### src/rtl/tcb_arb_pkg.sv
// tcb_arb_pkg: arbitration mode and lock-state types shared by the TCB arbiter
package tcb_arb_pkg;
  typedef enum logic {TCB_ARB_FIX, TCB_ARB_RR} tcb_arb_mode_t;
  typedef enum logic {TCB_ARB_IDLE, TCB_ARB_LCK} tcb_arb_lck_t;
endpackage

### src/rtl/tcb_arb_pri.sv
// tcb_arb_pri: rotating priority encoder, first set request at or above ptr wins
module tcb_arb_pri #(
  parameter int PN = 2,
  localparam int IW = $clog2(PN)
) (
  input  logic [PN-1:0] req,
  input  logic [IW-1:0] ptr,
  output logic [PN-1:0] gnt,
  output logic [IW-1:0] idx
);
  logic [IW-1:0] j;
  // scan from the farthest offset down so the nearest request overwrites last
  always_comb begin
    gnt = '0;
    idx = '0;
    j = '0;
    for (int k = PN-1; k >= 0; k--) begin
      j = IW'((int'(ptr) + k) % PN);
      if (req[j]) begin
        gnt = '0;
        gnt[j] = 1'b1;
        idx = j;
      end
    end
  end
endmodule

### src/rtl/tcb_arb.sv
// tcb_arb: merges PN TCB managers onto one manager port with grant locking
// and one-cycle-delayed response routing back to the completing manager.
module tcb_arb import tcb_arb_pkg::*; #(
  parameter int AW = 32,
  parameter int DW = 32,
  parameter int PN = 2,
  parameter tcb_arb_mode_t MODE = TCB_ARB_RR,
  localparam int IW = $clog2(PN),
  localparam int BW = DW/8
) (
  input  logic             clk,
  input  logic             rst,
  input  logic [PN-1:0]    s_vld,
  input  logic [PN-1:0]    s_wen,
  input  logic [PN*BW-1:0] s_ben,
  input  logic [PN*AW-1:0] s_adr,
  input  logic [PN*DW-1:0] s_wdt,
  output logic [PN*DW-1:0] s_rdt,
  output logic [PN-1:0]    s_err,
  output logic [PN-1:0]    s_rdy,
  output logic             m_vld,
  output logic             m_wen,
  output logic [BW-1:0]    m_ben,
  output logic [AW-1:0]    m_adr,
  output logic [DW-1:0]    m_wdt,
  input  logic [DW-1:0]    m_rdt,
  input  logic             m_err,
  input  logic             m_rdy
);
  tcb_arb_lck_t  lck_q, lck_d;
  logic [PN-1:0] lck_gnt_q, lck_gnt_d;
  logic [IW-1:0] ptr_q, ptr_d, rsp_sel_q, rsp_sel_d;
  logic          rsp_vld_q, rsp_vld_d;
  logic [PN-1:0] pri_gnt, gnt;
  logic [IW-1:0] pri_idx, gnt_idx;
  logic          hs;
  logic [BW-1:0] ben_a [PN];
  logic [AW-1:0] adr_a [PN];
  logic [DW-1:0] wdt_a [PN];

  tcb_arb_pri #(.PN(PN)) u_pri (
    .req (s_vld),
    .ptr (MODE == TCB_ARB_FIX ? '0 : ptr_q),
    .gnt (pri_gnt),
    .idx (pri_idx)
  );

  for (genvar i = 0; i < PN; i++) begin : g_port
    assign ben_a[i] = s_ben[i*BW +: BW];
    assign adr_a[i] = s_adr[i*AW +: AW];
    assign wdt_a[i] = s_wdt[i*DW +: DW];
    assign s_err[i] = m_err & rsp_vld_q & (rsp_sel_q == IW'(i));
  end

  assign s_rdt = {PN{m_rdt}};

  always_ff @(posedge clk or posedge rst) begin
    if (rst) begin
      lck_q     <= TCB_ARB_IDLE;
      lck_gnt_q <= '0;
      ptr_q     <= '0;
      rsp_sel_q <= '0;
      rsp_vld_q <= 1'b0;
    end else begin
      lck_q     <= lck_d;
      lck_gnt_q <= lck_gnt_d;
      ptr_q     <= ptr_d;
      rsp_sel_q <= rsp_sel_d;
      rsp_vld_q <= rsp_vld_d;
    end
  end

  // a stall locks the grant; completion or a dropped request releases it
  always_comb begin
    lck_d = lck_q;
    if (lck_q == TCB_ARB_IDLE)
      lck_d = (m_vld & ~m_rdy) ? TCB_ARB_LCK : TCB_ARB_IDLE;
    else
      lck_d = (~m_vld | m_rdy) ? TCB_ARB_IDLE : TCB_ARB_LCK;
    lck_gnt_d = (lck_q == TCB_ARB_IDLE && m_vld && !m_rdy) ? gnt : lck_gnt_q;
    ptr_d     = hs ? ((gnt_idx == IW'(PN-1)) ? '0 : gnt_idx + 1'b1) : ptr_q;
    rsp_sel_d = hs ? gnt_idx : rsp_sel_q;
    rsp_vld_d = hs;
  end

  always_comb begin
    gnt = (lck_q == TCB_ARB_LCK) ? lck_gnt_q : pri_gnt;
    gnt_idx = '0;
    for (int k = 0; k < PN; k++)
      if (gnt[k]) gnt_idx = IW'(k);
    m_vld = |(s_vld & gnt);
    hs    = m_vld & m_rdy;
    s_rdy = gnt & {PN{m_rdy}};
    m_wen = |gnt ? s_wen[gnt_idx] : 1'bx;
    m_ben = |gnt ? ben_a[gnt_idx] : 'x;
    m_adr = |gnt ? adr_a[gnt_idx] : 'x;
    m_wdt = |gnt ? wdt_a[gnt_idx] : 'x;
  end
endmodule

### config.mk
export PLATFORM = sky130hd
export DESIGN_NAME = tcb_arb
export DESIGN_NICKNAME = d
export VERILOG_FILES = /design/src/rtl/tcb_arb_pkg.sv /design/src/rtl/tcb_arb_pri.sv /design/src/rtl/tcb_arb.sv
export SDC_FILE = /design/constraint.sdc
export NUM_CORES = 1
export LEC_CHECK = 0
export BUFFER_PORTS_ARGS = -buffer_cell sky130_fd_sc_hd__buf_2
export CAP_MARGIN = 20
export CELL_PAD_IN_SITES_DETAIL_PLACEMENT = 0
export CELL_PAD_IN_SITES_GLOBAL_PLACEMENT = 2
export CORE_ASPECT_RATIO = 0.9
export CORE_MARGIN = 3
export CORE_UTILIZATION = 10
export CTS_CLUSTER_SIZE = 25
export DETAILED_ROUTE_END_ITERATION = 8
export PLACE_DENSITY = 0.93
export SLEW_MARGIN = 40
export SYNTH_ARGS = -nofsm -noshare
export SYNTH_HDL_FRONTEND = slang
export SYNTH_HIERARCHICAL = 1
export SYNTH_SLANG_ARGS = --single-unit
### constraint.sdc
create_clock -name clk -period 2.35 [get_ports clk]
set_input_delay 0.3525 -clock clk [delete_from_list [all_inputs] [get_ports clk]]
set_output_delay 0.3525 -clock clk [all_outputs]
set_load 0.1 [all_outputs]
==> summary.md, run 1 <==
| Metric | Value |
|---|---|
| Outcome | `finished clean` |
| Synth Flop Type | `dfrtp_1` |
| Hold Crit Class | `input pin to async pin` |
| Max Used Layer | `met4` |
| Post-CTS sizing | `0` |
| Worst-path maximum fanout | `51` |
| Post-synthesis mux area share | `3.00%` |
| Core Box Area | `approximately 16000 um2` |
| Critical path arrival | `approximately 1800 ps` |
| Pre-CTS setup slack | `259 ps` |
| Leak Pwr | `2.08 nW` |
| Final ANT Viol Nets | `0` |
| Combinational share of power | `approximately nine tenths` |
| GR Util All Layers | `6.80%` |
| Fill cell count | `1819` |
| XOR/XNOR share of the synthesized area | `0%` |
| Yosys top cell area share | `45.7%` |
| Die W | `144 um` |
| CTS Buf Count | `3` |
| Layout Skew | `2.39 ps` |
| Largest net degree at the start of global routing | `52` |
| Vias per cell | `3.43` |
| F_max | `about 460 MHz` |
| Worst Path Required | `~2000 ps` |
| Post-Syn Area per Cell | `about 5.3 um2` |
| Share of post-route cells with drive strength above 1 | `slightly below 50%` |
| Yosys top cell by area | `nand2_1` |
| Worst vdd ir | `613 uV` |
| Setup Crit Path Kind | `register to output port` |
| Actual slew at the worst max-slew pin | `between 400 and 500 ps` |
| ANT cells | `0` |
| Count leader, synth | `nand2_1` |
| Final TNS setup | `0 ps` |
| Vias in the first global route | `1949` |
| TritonCTS clock tree | `yes` |
| CP endpoint kind | `output port` |
| Net count, final | `645` |
| CTS H-tree depth | `1` |
| YS warnings | `6` |
| Ranking of synthesized cells by area | `nand2_1 46%, buf_4 29%, dfrtp_1 8.8%` |
| Met3 wire len | `946 um` |
| Hold_buf cts | `0` |
| Simple-gate share of the synthesized area | `49.0%` |
| Main combinational cell family by area after synthesis | `simple AND/OR/NAND/NOR gates` |
| Fin cells | `674` |
| M1 WL | `2680 um` |
| Sequential group share of total power | `3.5%` |
| Clock latency on the worst-skew pair | `230 ps` |
| Gate Count Post-Synth | `320` |
| Initial Util | `10.4%` |
| Routability cong. | `slightly below 0.7` |
| Psw | `3.51 mW` |
| RSZ-0062 raised after global routing | `no` |
| Synth Area in Adders | `0%` |
| Post-synthesis sequential area ratio | `under 10%` |
| Net Sw Frac | `roughly 64%` |
| Compound-cell area share of the yosys netlist | `4.76%` |
| FP Rows | `44` |
| Antenna violations before repair | `0` |
| Met2 WL | `3570 um` |
| PnR Total Power | `5.52 mW` |
| Setup crit start kind | `register` |
| Area Growth Syn to Fin | `117%` |
| Commonest cells in the netlist | `208 x nand2_1, 66 x buf_4, 6 x buf_2, 6 x dfrtp_1, 5 x clkbuf_1` |
| Clock transition at the registers of the reported paths | `30 ps` |
| EDFF count, synth | `0` |
| Setup Viol. Count Final | `0` |
| Cell area power density | `around 1500 nW/um2` |
| I/O Pins | `roughly 310` |
| # DRC | `0` |
| Vias post-DR | `2310` |
| Syn nets | `around 500` |
| Drt first pass iters | `4` |
| Synth cell types | `26` |
| Die area | `18700 um2` |
| Clk network pwr share | `4.9%` |
| Final hold violation count | `0` |
| Final worst slack | `163 ps` |
| Period utilization | `93.1%` |
| Max_cap viols | `0` |
| Clk buf depth | `2` |
| CTS Sinks | `6` |
| Post-Syn Area | `1710 um2` |
| Final Slew Violations | `0` |
| Total grt overflow | `0` |
| Buffers added on ports | `217` |
| Seq cells post-synth | `6` |
| Async SR Flop Fraction | `100%` |
| Minimum clock period | `2190 ps` |
| CTS root buffer | `clkbuf_16` |
| Slew HR | `67.1%` |
| Post-CTS Setup Bufs | `0` |
| Placed insts | `671` |
| Die height | `roughly 130 um` |
| Internal cell power | `between 2 and 2.5 mW` |
| WL final | `about 7400 um` |
| First-pass GRT wire length | `around 10000 um` |
| Post-DP HPWL | `6370 um` |
| Mean routed wirelength per cell | `approximately 11 um` |
| Initial detailed-routing violation count | `46` |
## power by group through the flow
stage,clock [mW],combinational (mW),sequential [mW]
3_5_place_dp,0,5.11,0.192
4_1_cts,0.277,5.11,0.192
2_1_floorplan,0,3.72,0.168
6_report,0.271,5.06,0.192
3_3_place_gp,0,5.10,0.192
5_1_grt,0.284,5.24,0.198
## metal layers
| metal | track usage (%) | vias up |
|---|---|---|
| li1 | - | 1199 |
| met1 | 7.29 | 940 |
| met2 | 11.9 | 152 |
| met3 | 3.08 | 19 |
| met4 | 2.38 | 0 |
| met5 | 0 | - |
## critical path: stages, from the launching register on
cell and delay [ps]:
dfrtp_1 380, inv_1 50, a21boi_1 180, mux2_2 290, buf_12 240, nand2_1 90
nand2_1 130, buf_12 190
## flip-flops by register name (all words and copies together) (netlist names)
name       flops
rsp_vld_q      1
ptr_q          1
rsp_sel_q      1
lck_gnt_q      2
lck_q          1
## cells in the final DEF, fill, tap and decap left out
cell and count:
a21o_1 1, inv_1 3, a31oi_1 1, a21boi_1 1, a21boi_0 1, and2_1 2, mux2_4 1, buf_12 73
a22o_1 1, nor2b_1 1, a21oi_1 1, a31oi_4 1, buf_2 146, nand3_1 2, mux2_2 2, nor2_1 3
a22oi_1 1, and3_1 1, mux2i_4 1, nand2_1 208, dfrtp_1 6, buf_4 5, nor4bb_1 1, clkbuf_16 3
a32o_1 1
## final timing paths
check,startpoint,to,slack (ps),cells past startpoint
worst max-delay path,ptr_q$_DFFE_PP0P_,m_wdt[30],160,7
worst min-delay path,rst,lck_q$_DFF_PP0_,40,2
worst min register to register,lck_gnt_q[0]$_DFFE_PP0P_,lck_gnt_q[0]$_DFFE_PP0P_,510,1
max in group asynchronous,rst,ptr_q$_DFFE_PP0P_,2110,2
min in group clk,m_rdy,lck_q$_DFF_PP0_,380,2
worst max register to register,lck_q$_DFF_PP0_,rsp_sel_q$_DFFE_PP0P_,680,4
## kinds of logic (layout without fill, tap and decap cells)
family | count (synthesis) | count (layout)
AOI/OAI and AO/OA | 9 | 9
muxes | 4 | 4
buffers and inverters | 83 | 230
and+or+nand+nor | 218 | 218
DFF | 6 | 6
## layout make-up
| type | count | area, um2 | share of cell area, % |
|---|---|---|---|
| Inverter | 3 | 11.3 | 0.304 |
| Timing Repair Buffer | 224 | 2230 | 60.2 |
| Sequential cell | 6 | 150 | 4.05 |
| Multi-Input combinational cell | 231 | 978 | 26.4 |
| Tap cell | 207 | 259 | 6.99 |
| Clock buffer | 3 | 75.1 | 2.03 |
## through the flow
step	instance area, um2	util [%]	hold WS [ps]
floorplan	1710	-	143
global placement	3630	22.0	291
detailed placement	3630	22.0	287
CTS	3700	22.5	51.0
global route	3700	22.5	57.0
finish	3700	22.5	38.9
Power figures use the tool's default switching activity.
==> inputs of run 2 (changes only) <==
Clock period 2.35 ns to 2.36 ns, I/O delays scaled along.
==> summary.md, run 2 (synthesis results as in run 1) <==
| Metric | Value |
|---|---|
| Outcome | `finished clean (unchanged)` |
| Vias post-DR | `2333 (was 2310)` |
| Commonest cells after routing, fill and taps aside | `208 x nand2_1, 146 x buf_2, 73 x buf_12 (unchanged)` |
| Clk buf depth | `2 (unchanged)` |
| Hold_buf cts | `0 (unchanged)` |
| WL final | `7740 um (was 7390 um)` |
| Die W | `144 um (unchanged)` |
| GR Util All Layers | `6.92% (was 6.80%)` |
| Largest register by flop count | `lck_gnt_q (unchanged)` |
| I/O Pins | `314 (unchanged)` |
| Actual slew at the worst max-slew pin | `494 ps (was 497 ps)` |
| Initial Util | `10.4% (unchanged)` |
| ANT cells | `0 (unchanged)` |
| Critical-path cell list | `inv_1 > a21boi_1 > buf_4 > mux2i_4 > buf_4 > nand2_1 > nand2_1 > buf_12 (was inv_1 > a21boi_1 > mux2_2 > buf_12 > nand2_1 > nand2_1 > buf_12)` |
| Antenna violations before repair | `0 (unchanged)` |
| Core Box Area | `16500 um2 (unchanged)` |
| Final ANT Viol Nets | `0 (unchanged)` |
| Slowest-stage cell, CP | `dfrtp_1 (unchanged)` |
| Area Growth Syn to Fin | `118% (was 117%)` |
| Commonest non-fill, non-tap cell in the layout | `nand2_1 (unchanged)` |
| Leak Pwr | `2.10 nW (was 2.08 nW)` |
| Hold Crit Class | `input pin to async pin (unchanged)` |
| Hold Slack | `38.1 ps (was 38.9 ps)` |
| Max reg flops | `2 (unchanged)` |
| Post-DP HPWL | `6310 um (was 6370 um)` |
| Clock latency on the worst-skew pair | `230 ps (about the same)` |
| Worst Path Required | `2010 ps (was 2000 ps)` |
| TritonCTS clock tree | `yes (unchanged)` |
| Worst-path maximum fanout | `27 (was 51)` |
| Initial detailed-routing violation count | `66 (was 46)` |
| CTS H-tree depth | `1 (unchanged)` |
| Setup Viol. Count Final | `0 (unchanged)` |
| Clock transition at the registers of the reported paths | `30 ps (about the same)` |
| Die height | `130 um (unchanged)` |
| Util after Layout | `22.7% (was 22.5%)` |
| Net count, final | `646 (was 645)` |
| Final Slew Violations | `0 (unchanged)` |
| Max_cap viols | `0 (unchanged)` |
| Layout Skew | `0.926 ps (was 2.39 ps)` |
| CP endpoint kind | `output port (unchanged)` |
| Period utilization | `93.2%` |
| Cell area power density | `1490 nW/um2 (about the same)` |
| Setup crit start kind | `register (unchanged)` |
| Setup Crit Path Kind | `register to output port (unchanged)` |
| CTS root buffer | `clkbuf_16 (unchanged)` |
| Buffers added on ports | `217 (unchanged)` |
| First-pass GRT wire length | `10100 um (was 10000 um)` |
| Routability cong. | `0.676 (about the same)` |
| # DRC | `0 (unchanged)` |
| CTS Buf Count | `3 (unchanged)` |
| F_max | `455 MHz` |
| Slew HR | `67.3% (was 67.1%)` |
| Drt first pass iters | `4 (unchanged)` |
| Critical path arrival | `1850 ps (was 1830 ps)` |
| Post-CTS sizing | `0 (unchanged)` |
| FP Rows | `44 (unchanged)` |
| Final hold violation count | `0 (unchanged)` |
| Largest net degree at the start of global routing | `52 (unchanged)` |
| Minimum clock period | `2200 ps` |
| RSZ-0062 raised after global routing | `no (unchanged)` |
| Post-CTS Setup Bufs | `0 (unchanged)` |
| PnR Total Power | `5.56 mW (was 5.52 mW)` |
| CP bufs+invs | `4 (was 3)` |
| Mean routed wirelength per cell | `11.5 um (was 11.0 um)` |
| Share of post-route cells with drive strength above 1 | `49.8% (was 49.7%)` |
| Vias per cell | `3.46 (was 3.43)` |
| Final TNS setup | `0 ps (unchanged)` |
| Die area | `18700 um2 (unchanged)` |
| Vias in the first global route | `2017 (was 1949)` |
| Worst stage delay on the critical path | `400 ps (was 380 ps)` |
| Total grt overflow | `0 (unchanged)` |
| Delay-heaviest family, CP | `buffers and inverters (unchanged)` |
| Worst vdd ir | `585 uV (was 613 uV)` |
| CTS Sinks | `6 (unchanged)` |
[run 2: cell types whose count changed in the layout (fill, tap and decap cells not counted), sizes merged]
| cell | before | now |
|---|---|---|
| clkbuf | 3 | 4 |
[run 2: per-stage QoR]
stage	setup WS (ps)	instance area [um2]	cells
finish	160	3730	675
global route	35.1	3730	675
CTS	113	3700	674
detailed placement	241	3630	671
global placement	276	3630	671
floorplan	94.8	1710	320
[run 2: worst paths after layout]
| check | from | end | slack, ps | depth (start not counted) |
|---|---|---|---|---|
| worst min-delay path | rst | rsp_sel_q$_DFFE_PP0P_ | 40 | 2 |
| worst max-delay path | ptr_q$_DFFE_PP0P_ | m_ben[3] | 160 | 8 |
| max in group asynchronous | rst | lck_gnt_q[0]$_DFFE_PP0P_ | 2120 | 2 |
| min in group clk | m_rdy | lck_q$_DFF_PP0_ | 380 | 2 |
| worst max register to register | lck_q$_DFF_PP0_ | rsp_sel_q$_DFFE_PP0P_ | 750 | 4 |
| worst min register to register | lck_gnt_q[0]$_DFFE_PP0P_ | lck_gnt_q[0]$_DFFE_PP0P_ | 510 | 1 |
[run 2: where the power goes]
group | internal [mW] | leakage (nW) | switching, mW | total [mW]
clock | 0.218 | 0.0370 | 0.0588 | 0.276
sequential | 0.143 | 0.0734 | 0.0459 | 0.189
combinational | 1.67 | 1.99 | 3.43 | 5.10
total | 2.03 | 2.10 | 3.53 | 5.56
[run 2: metal layers]
metal,vias up,wire [um],track usage (%)
li1,1199,-,-
met1,954,2890,7.36
met2,159,3730,12.3
met3,21,933,2.89
met4,0,190,2.55
met5,-,0,0
[run 2: area by class of cell]
cell class,count,area (um2)
Clock buffer,3,75.1
Fill cell,1816,12700
Inverter,3,11.3
Multi-Input combinational cell,231,982
Sequential cell,6,150
Tap cell,207,259
Timing Repair Buffer,225,2250
